[src/rtl/reg_bus_stat_endpoint.sv]
// OCL register-bus responder: control/status/scratch registers plus four 64-bit
// event counters read through a shared LSB-triggered upper-word snapshot.
module reg_bus_stat_endpoint #(
   parameter logic [31:0] BLOCK_ID   = 32'd0,
   parameter logic [31:0] CTRL_RESET = 32'h1
) (
   input  logic        clk,
   input  logic        rst,
   input  logic        reg_bus_wvalid,
   input  logic [15:0] reg_bus_waddr,
   input  logic [31:0] reg_bus_wdata,
   input  logic        reg_bus_arvalid,
   input  logic [15:0] reg_bus_araddr,
   output logic        reg_bus_rvalid,
   output logic [31:0] reg_bus_rdata,
   input  logic        evt_start,
   input  logic        evt_commit,
   input  logic        evt_abort,
   output logic        count_enable
);

   localparam logic [7:0] ADDR_CTRL     = 8'h00;
   localparam logic [7:0] ADDR_CLEAR    = 8'h04;
   localparam logic [7:0] ADDR_STATUS   = 8'h08;
   localparam logic [7:0] ADDR_CYC_L    = 8'h10;
   localparam logic [7:0] ADDR_CYC_H    = 8'h14;
   localparam logic [7:0] ADDR_START_L  = 8'h18;
   localparam logic [7:0] ADDR_START_H  = 8'h1C;
   localparam logic [7:0] ADDR_COMMIT_L = 8'h20;
   localparam logic [7:0] ADDR_COMMIT_H = 8'h24;
   localparam logic [7:0] ADDR_ABORT_L  = 8'h28;
   localparam logic [7:0] ADDR_ABORT_H  = 8'h2C;
   localparam logic [7:0] ADDR_SCRATCH  = 8'h30;
   localparam logic [7:0] ADDR_ID       = 8'h34;
   localparam logic [31:0] UNMAPPED     = 32'hDEAD_BEEF;

   logic [1:0]  ctrl_q, ctrl_d;
   logic [31:0] scratch_q, scratch_d;
   logic        ovf_q, ovf_d;
   logic [31:0] shadow_q, shadow_d;
   logic [63:0] cyc_q, cyc_d;
   logic [63:0] start_q, start_d;
   logic [63:0] commit_q, commit_d;
   logic [63:0] abort_q, abort_d;
   logic        rvalid_q, rvalid_d;
   logic [31:0] rdata_q, rdata_d;

   logic [7:0]  wr_addr, rd_addr;
   logic        wr_ctrl, wr_clear, wr_status, wr_scratch;
   logic        run;
   logic        inc_start, inc_commit, inc_abort;
   logic        wrap_any;
   logic [31:0] rd_word;
   logic        rd_is_lsb;
   logic [31:0] rd_upper;
   logic        unused_addr_hi;

   assign wr_addr = reg_bus_waddr[7:0];
   assign rd_addr = reg_bus_araddr[7:0];
   assign unused_addr_hi = ^{reg_bus_waddr[15:8], reg_bus_araddr[15:8]};

   assign wr_ctrl    = reg_bus_wvalid && (wr_addr == ADDR_CTRL);
   assign wr_clear   = reg_bus_wvalid && (wr_addr == ADDR_CLEAR);
   assign wr_status  = reg_bus_wvalid && (wr_addr == ADDR_STATUS);
   assign wr_scratch = reg_bus_wvalid && (wr_addr == ADDR_SCRATCH);

   // Counters run only when enabled and not frozen; events outside that window are lost.
   assign run        = ctrl_q[0] & ~ctrl_q[1];
   assign inc_start  = run & evt_start;
   assign inc_commit = run & evt_commit;
   assign inc_abort  = run & evt_abort;

   always_comb begin
      cyc_d    = cyc_q + {63'd0, run};
      start_d  = start_q + {63'd0, inc_start};
      commit_d = commit_q + {63'd0, inc_commit};
      abort_d  = abort_q + {63'd0, inc_abort};
      wrap_any = (run & (&cyc_q)) | (inc_start & (&start_q)) |
                 (inc_commit & (&commit_q)) | (inc_abort & (&abort_q));
      if (wr_clear) begin
         cyc_d    = '0;
         start_d  = '0;
         commit_d = '0;
         abort_d  = '0;
         wrap_any = 1'b0;
      end
   end

   always_comb begin
      ctrl_d    = ctrl_q;
      scratch_d = scratch_q;
      if (wr_ctrl) begin
         ctrl_d = reg_bus_wdata[1:0];
      end
      if (wr_scratch) begin
         scratch_d = reg_bus_wdata;
      end
      // A wrap in the same cycle as the W1C write must leave the flag set.
      ovf_d = (ovf_q & ~(wr_status & reg_bus_wdata[0])) | wrap_any;
   end

   // Read decode samples pre-write state, so a same-cycle write is not visible.
   always_comb begin
      rd_word   = UNMAPPED;
      rd_is_lsb = 1'b0;
      rd_upper  = '0;
      case (rd_addr)
         ADDR_CTRL:     rd_word = {30'd0, ctrl_q};
         ADDR_CLEAR:    rd_word = '0;
         ADDR_STATUS:   rd_word = {31'd0, ovf_q};
         ADDR_CYC_L: begin
            rd_word   = cyc_q[31:0];
            rd_is_lsb = 1'b1;
            rd_upper  = cyc_q[63:32];
         end
         ADDR_START_L: begin
            rd_word   = start_q[31:0];
            rd_is_lsb = 1'b1;
            rd_upper  = start_q[63:32];
         end
         ADDR_COMMIT_L: begin
            rd_word   = commit_q[31:0];
            rd_is_lsb = 1'b1;
            rd_upper  = commit_q[63:32];
         end
         ADDR_ABORT_L: begin
            rd_word   = abort_q[31:0];
            rd_is_lsb = 1'b1;
            rd_upper  = abort_q[63:32];
         end
         ADDR_CYC_H,
         ADDR_START_H,
         ADDR_COMMIT_H,
         ADDR_ABORT_H:  rd_word = shadow_q;
         ADDR_SCRATCH:  rd_word = scratch_q;
         ADDR_ID:       rd_word = BLOCK_ID;
         default:       rd_word = UNMAPPED;
      endcase
   end

   always_comb begin
      rvalid_d = reg_bus_arvalid;
      rdata_d  = reg_bus_arvalid ? rd_word : rdata_q;
      shadow_d = shadow_q;
      if (wr_clear) begin
         shadow_d = '0;
      end else if (reg_bus_arvalid && rd_is_lsb) begin
         shadow_d = rd_upper;
      end
   end

   always_ff @(posedge clk) begin
      if (rst) begin
         ctrl_q    <= CTRL_RESET[1:0];
         scratch_q <= '0;
         ovf_q     <= 1'b0;
         shadow_q  <= '0;
         cyc_q     <= '0;
         start_q   <= '0;
         commit_q  <= '0;
         abort_q   <= '0;
         rvalid_q  <= 1'b0;
         rdata_q   <= '0;
      end else begin
         ctrl_q    <= ctrl_d;
         scratch_q <= scratch_d;
         ovf_q     <= ovf_d;
         shadow_q  <= shadow_d;
         cyc_q     <= cyc_d;
         start_q   <= start_d;
         commit_q  <= commit_d;
         abort_q   <= abort_d;
         rvalid_q  <= rvalid_d;
         rdata_q   <= rdata_d;
      end
   end

   // A response whose cycle overlaps reset is suppressed so the bridge never sees it.
   assign reg_bus_rvalid = rvalid_q & ~rst;
   assign reg_bus_rdata  = rdata_q;
   assign count_enable   = ctrl_q[0];

endmodule

[config.mk]
export PLATFORM = sky130hd
export DESIGN_NAME = reg_bus_stat_endpoint
export DESIGN_NICKNAME = d
export VERILOG_FILES = /design/src/rtl/reg_bus_stat_endpoint.sv
export SDC_FILE = /design/constraint.sdc
export NUM_CORES = 1
export LEC_CHECK = 0
export ABC_CLOCK_PERIOD_IN_PS = 3700
export CORE_MARGIN = 2
export CORE_UTILIZATION = 50
export DETAILED_ROUTE_END_ITERATION = 8
export PLACE_DENSITY = 0.66
export SYNTH_ARGS = -nofsm -noshare
export SYNTH_HDL_FRONTEND = slang
export SYNTH_SLANG_ARGS = --single-unit
[constraint.sdc]
create_clock -name clk -period 3.7 [get_ports clk]
set_input_delay 0.74 -clock clk [delete_from_list [all_inputs] [get_ports clk]]
set_output_delay 0.74 -clock clk [all_outputs]
set_load 0.01 [all_outputs]
# == Word-level counts from Yosys, hierarchy flattened ==
# Index checks and enable logic that the tools add are counted.
# W data, S select, Z words.
# classes
n_addsub,4
n_eq_ne,15
mux,4
n_bitwise,18
n_reduce_logical,15
# ops
operator,count
$pmux W32 S9,1
$add A64 B1 Y64,4
$reduce_and A64 Y1,4
$pmux W32 S4,1
$eq A8 B6 Y1 const B,7
$eq A8 B5 Y1 const B,4
$eq A8 B3 Y1 const B,2
$eq A8 B4 Y1 const B,2
$logic_not A8 Y1,2
$and A1 B1 Y1,11
$reduce_or A4 Y1,2
$logic_and A1 B1 Y1,5
$or A1 B1 Y1,4
$reduce_or A2 Y1,2
$not A1 Y1,3
$mux W1,2
# word_totals
regBits,356
input_bits,71
elab_cells,66

# == Logic depth before layout (Yosys ltp) ==
# logic_depth
depth_word,9
ltp_mapped,12

# == Least setup slack after synthesis ==
# No wires, ideal clock.
# synth_timing
path_kind,input -> register
start,input port evt_start
end,register start_q[40]
setup_time_ns,0.128
arrival_time_ns,2.726
t_required_ns,3.572
slack_ns,0.847
path_stages,11
n_path_buf,1
cell_sequence,nand2_1 > inv_1 > ha_1 > ha_1 > and3_1 > nand4_1 > nor3_2 > clkbuf_1 > nand3_1 > xor2_1 > nor2_1
# synth_via
elab_chain_len,2
# synth_rtl
element,line_no,source
"start, declared",16,"input logic evt_start,"
$and A1 B1 Y1,69,assign inc_start = run & evt_start;
$add A64 B1 Y64,75,"start_d = start_q + {63'd0, inc_start};"
"end signal, assigned",170,start_q <= start_d;
"end, declared",42,"logic [63:0] start_q, start_d;"
# Every way passes these cells.
# A chain may end at the register's enable or synchronous reset.

# == Final worst setup path ==
# layout_timing
start,register ctrl_q[0]
end,register abort_q[50]
# layout_via
elab_chain_len,3
# layout_rtl
element,line_no,source
"start, declared",37,"logic [1:0] ctrl_q, ctrl_d;"
"start signal, assigned",154,ctrl_q <= CTRL_RESET[1:0];
"start signal, assigned",165,ctrl_q <= ctrl_d;
$and A1 B1 Y1,68,assign run = ctrl_q[0] & ~ctrl_q[1];
$and A1 B1 Y1,71,assign inc_abort = run & evt_abort;
$add A64 B1 Y64,77,"abort_d = abort_q + {63'd0, inc_abort};"
"end signal, assigned",172,abort_q <= abort_d;
"end, declared",44,"logic [63:0] abort_q, abort_d;"
# Every way passes these cells.

==> impl_results.md <==
* Clock power share at 49.5%
* Die span in y at 187 um
* Maximum number of pins on one net before global-route repair at 62
* Multiplexer share of the synthesized area at 0.0601%
* Number of global-route vias before repair at 14,365
* Number of hold-slack violations in the final timing report at 0
* Effective utilization at floorplan at 51.0%
* Chip width at 187 um
* Worst slew margin relative to its limit at 24.6%
* Number of instances resized during post-cts repair at 0
* CP Launch Type: register
* Remaining DRCs at 0
* Total wire length at 53,500 um
* Slew @ Worst Pin at 1.12 ns
* Worst IR drop on VDD at 341 uV
* RSZ-0062 raised after global routing: false
* Number of setup buffers added after CTS at 0
* Clock tree sinks at 356
* Sequential area share after synthesis at 42.8%
* Path category of the worst min-delay check: reg2reg
* Post-Synthesis Cells at 1,999
* Leading cell types in the layout, fill and taps excluded: sky130_fd_sc_hd__dfxtp_1 (356), sky130_fd_sc_hd__nor2_1 (297), sky130_fd_sc_hd__nand2_1 (169), sky130_fd_sc_hd__xor2_1 (121), sky130_fd_sc_hd__a21oi_1 (112)
* Clock tree buffer depth at 3
* Net count of the mapped netlist at 2,078
* Result of the run: finished, final reports clean
* Worst stage delay on the critical path at 0.51 ns
* Number of buffers added to fix hold violations after cts at 0
* Net switching power of the design at 1790 uW
* Final total negative setup slack at 0 ns
* Power consumption at 8320 uW
* Share of total power in combinational logic at 3.6%
* Wire length of the first global-routing pass at 83,500 um
* Number of input and output port buffers inserted at 88
* Worst Setup Path Type: reg2reg
* Most common cell after layout, fill and taps aside: sky130_fd_sc_hd__dfxtp_1
* Fillcell total at 2,936
* Post-synthesis compound-gate area fraction at 15.3%
* Placer Congestion at 0.977
* Number of library cell types mapped by synthesis at 47
* Final min period at 3.35 ns
* Power density of the placed cells at 421 mW/mm^2
* Initial antenna violation count at 1
* Final Net Count at 2,160
* Async set-reset flop share out of synthesis at 0%
* Fraction of final layout cells sized beyond drive strength 1 at 7.77%
* Overall overflow remaining after global route at 0
* Maximum capacitance violations at 0
* Required arrival time at the worst endpoint at 4.17 ns
* Buffer and inverter count on the worst path at 2
* Combinational family with the most area after synthesis: simple AND/OR/NAND/NOR gates
* Number of antenna-violating nets in the routed design at 0
* Number of enable flip-flop cells after synthesis at 0
* HPWL after DPL at 38,300 um
* Switching share of power at 21.5%
* Clock slew at the register clock pins of the worst setup and hold paths at 0.06 ns
* Number of buffers added by the clock tree synthesis step at 39
* CTS tree: done
* Number of DRC markers after the initial detailed-route iteration at 1,386
* Maximum level of the CTS H-tree at 2
* Total routing resource utilization after global routing at 30.3%
* Number of max-slew violations in the final report at 0
* Count of pins on the block boundary at 105
* Arrival @ worst endpoint at 3.82 ns
* Fraction of power consumed by sequential logic at 46.8%
* Worst skew pair latency at 0.55 ns
* Final Skew at 0.0198 ns
* Synth Area in XOR/XNOR at 11.0%
* Highest fanout seen on the critical path at 15
* Area overhead of the layout relative to synthesis at 18.5%
* Setup violators final at 0
* Number of flip-flops and latches in the synthesized netlist at 356
* Mean instance size in the synthesized netlist at 8.34 um^2
* Initial DRT Pass Iterations at 6
* Highest-delay cell along the critical path: sky130_fd_sc_hd__nor4_1
* Top_reg_cell synth: sky130_fd_sc_hd__dfxtp_1
* Top cell family by delay on the critical path: simple AND/OR/NAND/NOR gates
* Summed instance area of the synthesized netlist at 0.0167 mm^2
* Cells traversed along the worst timing path: nor2b_1 > and2_1 > ha_1 > ha_1 > nand3_1 > nor4_1 > buf_4 > nand4b_1 > buf_4 > or3_1 > a21oi_1
* P_int at 6530 uW
* Final cycle utilization of the critical path at 90.6%
* Wire length per cell after detailed routing at 21.0 um
* Total number of vias at 15,588
* Post-Synth Adder-Cell Area at 0.601%
* Worst setup EP type: register
* Area of the core at 0.0327 mm^2
* Antenna cells at 0
* F_max at 298 MHz
* Post-DR vias/cell at 6.11
* Leakage Power at 0.00646 uW
* Die area at 0.0348 mm^2
* Synth warnings at 0
* Basic-gate share of the synthesized area counting and, or, nand and nor cells at 27.2%
* Clock tree root buffer cell: sky130_fd_sc_hd__clkbuf_16
* Site Rows at 66
==> power by group through the flow <==
stage / combinational (uW) / sequential [uW] / clock, uW
6_report: 303 / 3900 / 4120
5_1_grt: 326 / 3900 / 4320
4_1_cts: 302 / 3900 / 4170
3_5_place_dp: 300 / 3980 / 0
3_3_place_gp: 298 / 3980 / 0
2_1_floorplan: 120 / 3980 / 0
==> state kept, by name (all words and copies together) (netlist names) <==
signal	cells
abort_q	64
commit_q	64
cyc_q	64
start_q	64
reg_bus_rdata	32
scratch_q	32
shadow_q	32
ctrl_q	2
ovf_q	1
rvalid_q	1
==> tightest hold or removal path: stages, from the launching register on <==
cell and delay (ns):
sky130_fd_sc_hd__dfxtp_1 0.31, sky130_fd_sc_hd__nand2_1 0.05, sky130_fd_sc_hd__a21oi_1 0.06
==> metrics by stage <==
step	std cells	utilization, %	setup slack [ns]	area, um^2	hold WS [ns]
detailed placement	2482	56.2	0.186	18400	0.448
global route	2552	60.4	0.0918	19700	0.471
global placement	2482	56.2	0.256	18400	0.442
floorplan	1999	-	0.847	16700	0.436
finish	2552	60.4	0.347	19700	0.462
CTS	2552	60.4	0.411	19700	0.458
==> logic make-up (layout without fill, tap and decap cells) <==
| kind of cell | count (synthesis) | after routing |
|---|---|---|
| mux | 1 | 1 |
| simple gates | 906 | 906 |
| compound gates | 382 | 382 |
| fa+ha+maj | 8 | 8 |
| xor+xnor | 209 | 209 |
| buf+inv | 137 | 248 |
| flops | 356 | 356 |
==> metal layers <==
layer / vias to the layer above / GRT usage, % / wire length, um / share of wire [%]
li1: 7360 / - / - / -
met2: 602 / 47.5 / 24000 / 45
met1: 7529 / 42.1 / 23400 / 44
met4: 0 / 12.5 / 2150 / 4.0
met3: 97 / 3.93 / 3940 / 7.4
met5: - / 0 / 0 / 0
==> final timing paths <==
kind / start / end / slack, ns / depth (start not counted)
setup reg to reg: ctrl_q[0]$_SDFFE_PP1P_ / abort_q[50]$_SDFF_PP0_ / 0.35 / 11
hold / removal: scratch_q[14]$_SDFFE_PP0P_ / scratch_q[14]$_SDFFE_PP0P_ / 0.46 / 2
setup / recovery: ctrl_q[0]$_SDFFE_PP1P_ / abort_q[50]$_SDFF_PP0_ / 0.35 / 11
hold reg to reg: scratch_q[14]$_SDFFE_PP0P_ / scratch_q[14]$_SDFFE_PP0P_ / 0.46 / 2
==> cell usage after synthesis (23+ instances only) <==
master	instances	area, um^2
sky130_fd_sc_hd__a22oi_1	50	375
sky130_fd_sc_hd__clkbuf_1	107	402
sky130_fd_sc_hd__nor4_1	23	144
sky130_fd_sc_hd__o21ai_0	73	365
sky130_fd_sc_hd__a22o_1	32	280
sky130_fd_sc_hd__or3_1	40	250
sky130_fd_sc_hd__nor2_1	299	1120
sky130_fd_sc_hd__a221oi_1	75	657
sky130_fd_sc_hd__and2_1	26	163
sky130_fd_sc_hd__and3_1	38	238
sky130_fd_sc_hd__xor2_1	121	1060
sky130_fd_sc_hd__a21oi_1	113	566
sky130_fd_sc_hd__nand4_1	76	475
sky130_fd_sc_hd__nor3_1	44	220
sky130_fd_sc_hd__a211oi_1	23	173
sky130_fd_sc_hd__xnor2_1	88	771
sky130_fd_sc_hd__dfxtp_1	356	7130
sky130_fd_sc_hd__nand2_1	170	638
sky130_fd_sc_hd__and4_1	27	236
sky130_fd_sc_hd__nand3_1	107	536
==> layout make-up <==
type / count / area [um^2] / share of cell area (%)
Clock buffer: 58 / 1160 / 5.86
Clock inverter: 12 / 199 / 1.01
Inverter: 22 / 82.6 / 0.418
Multi-Input combinational cell: 1506 / 9070 / 45.9
Sequential cell: 356 / 7130 / 36.1
Tap cell: 442 / 553 / 2.80
Timing Repair Buffer: 156 / 1560 / 7.91
Note: power is estimated with default switching activity, not from simulation.
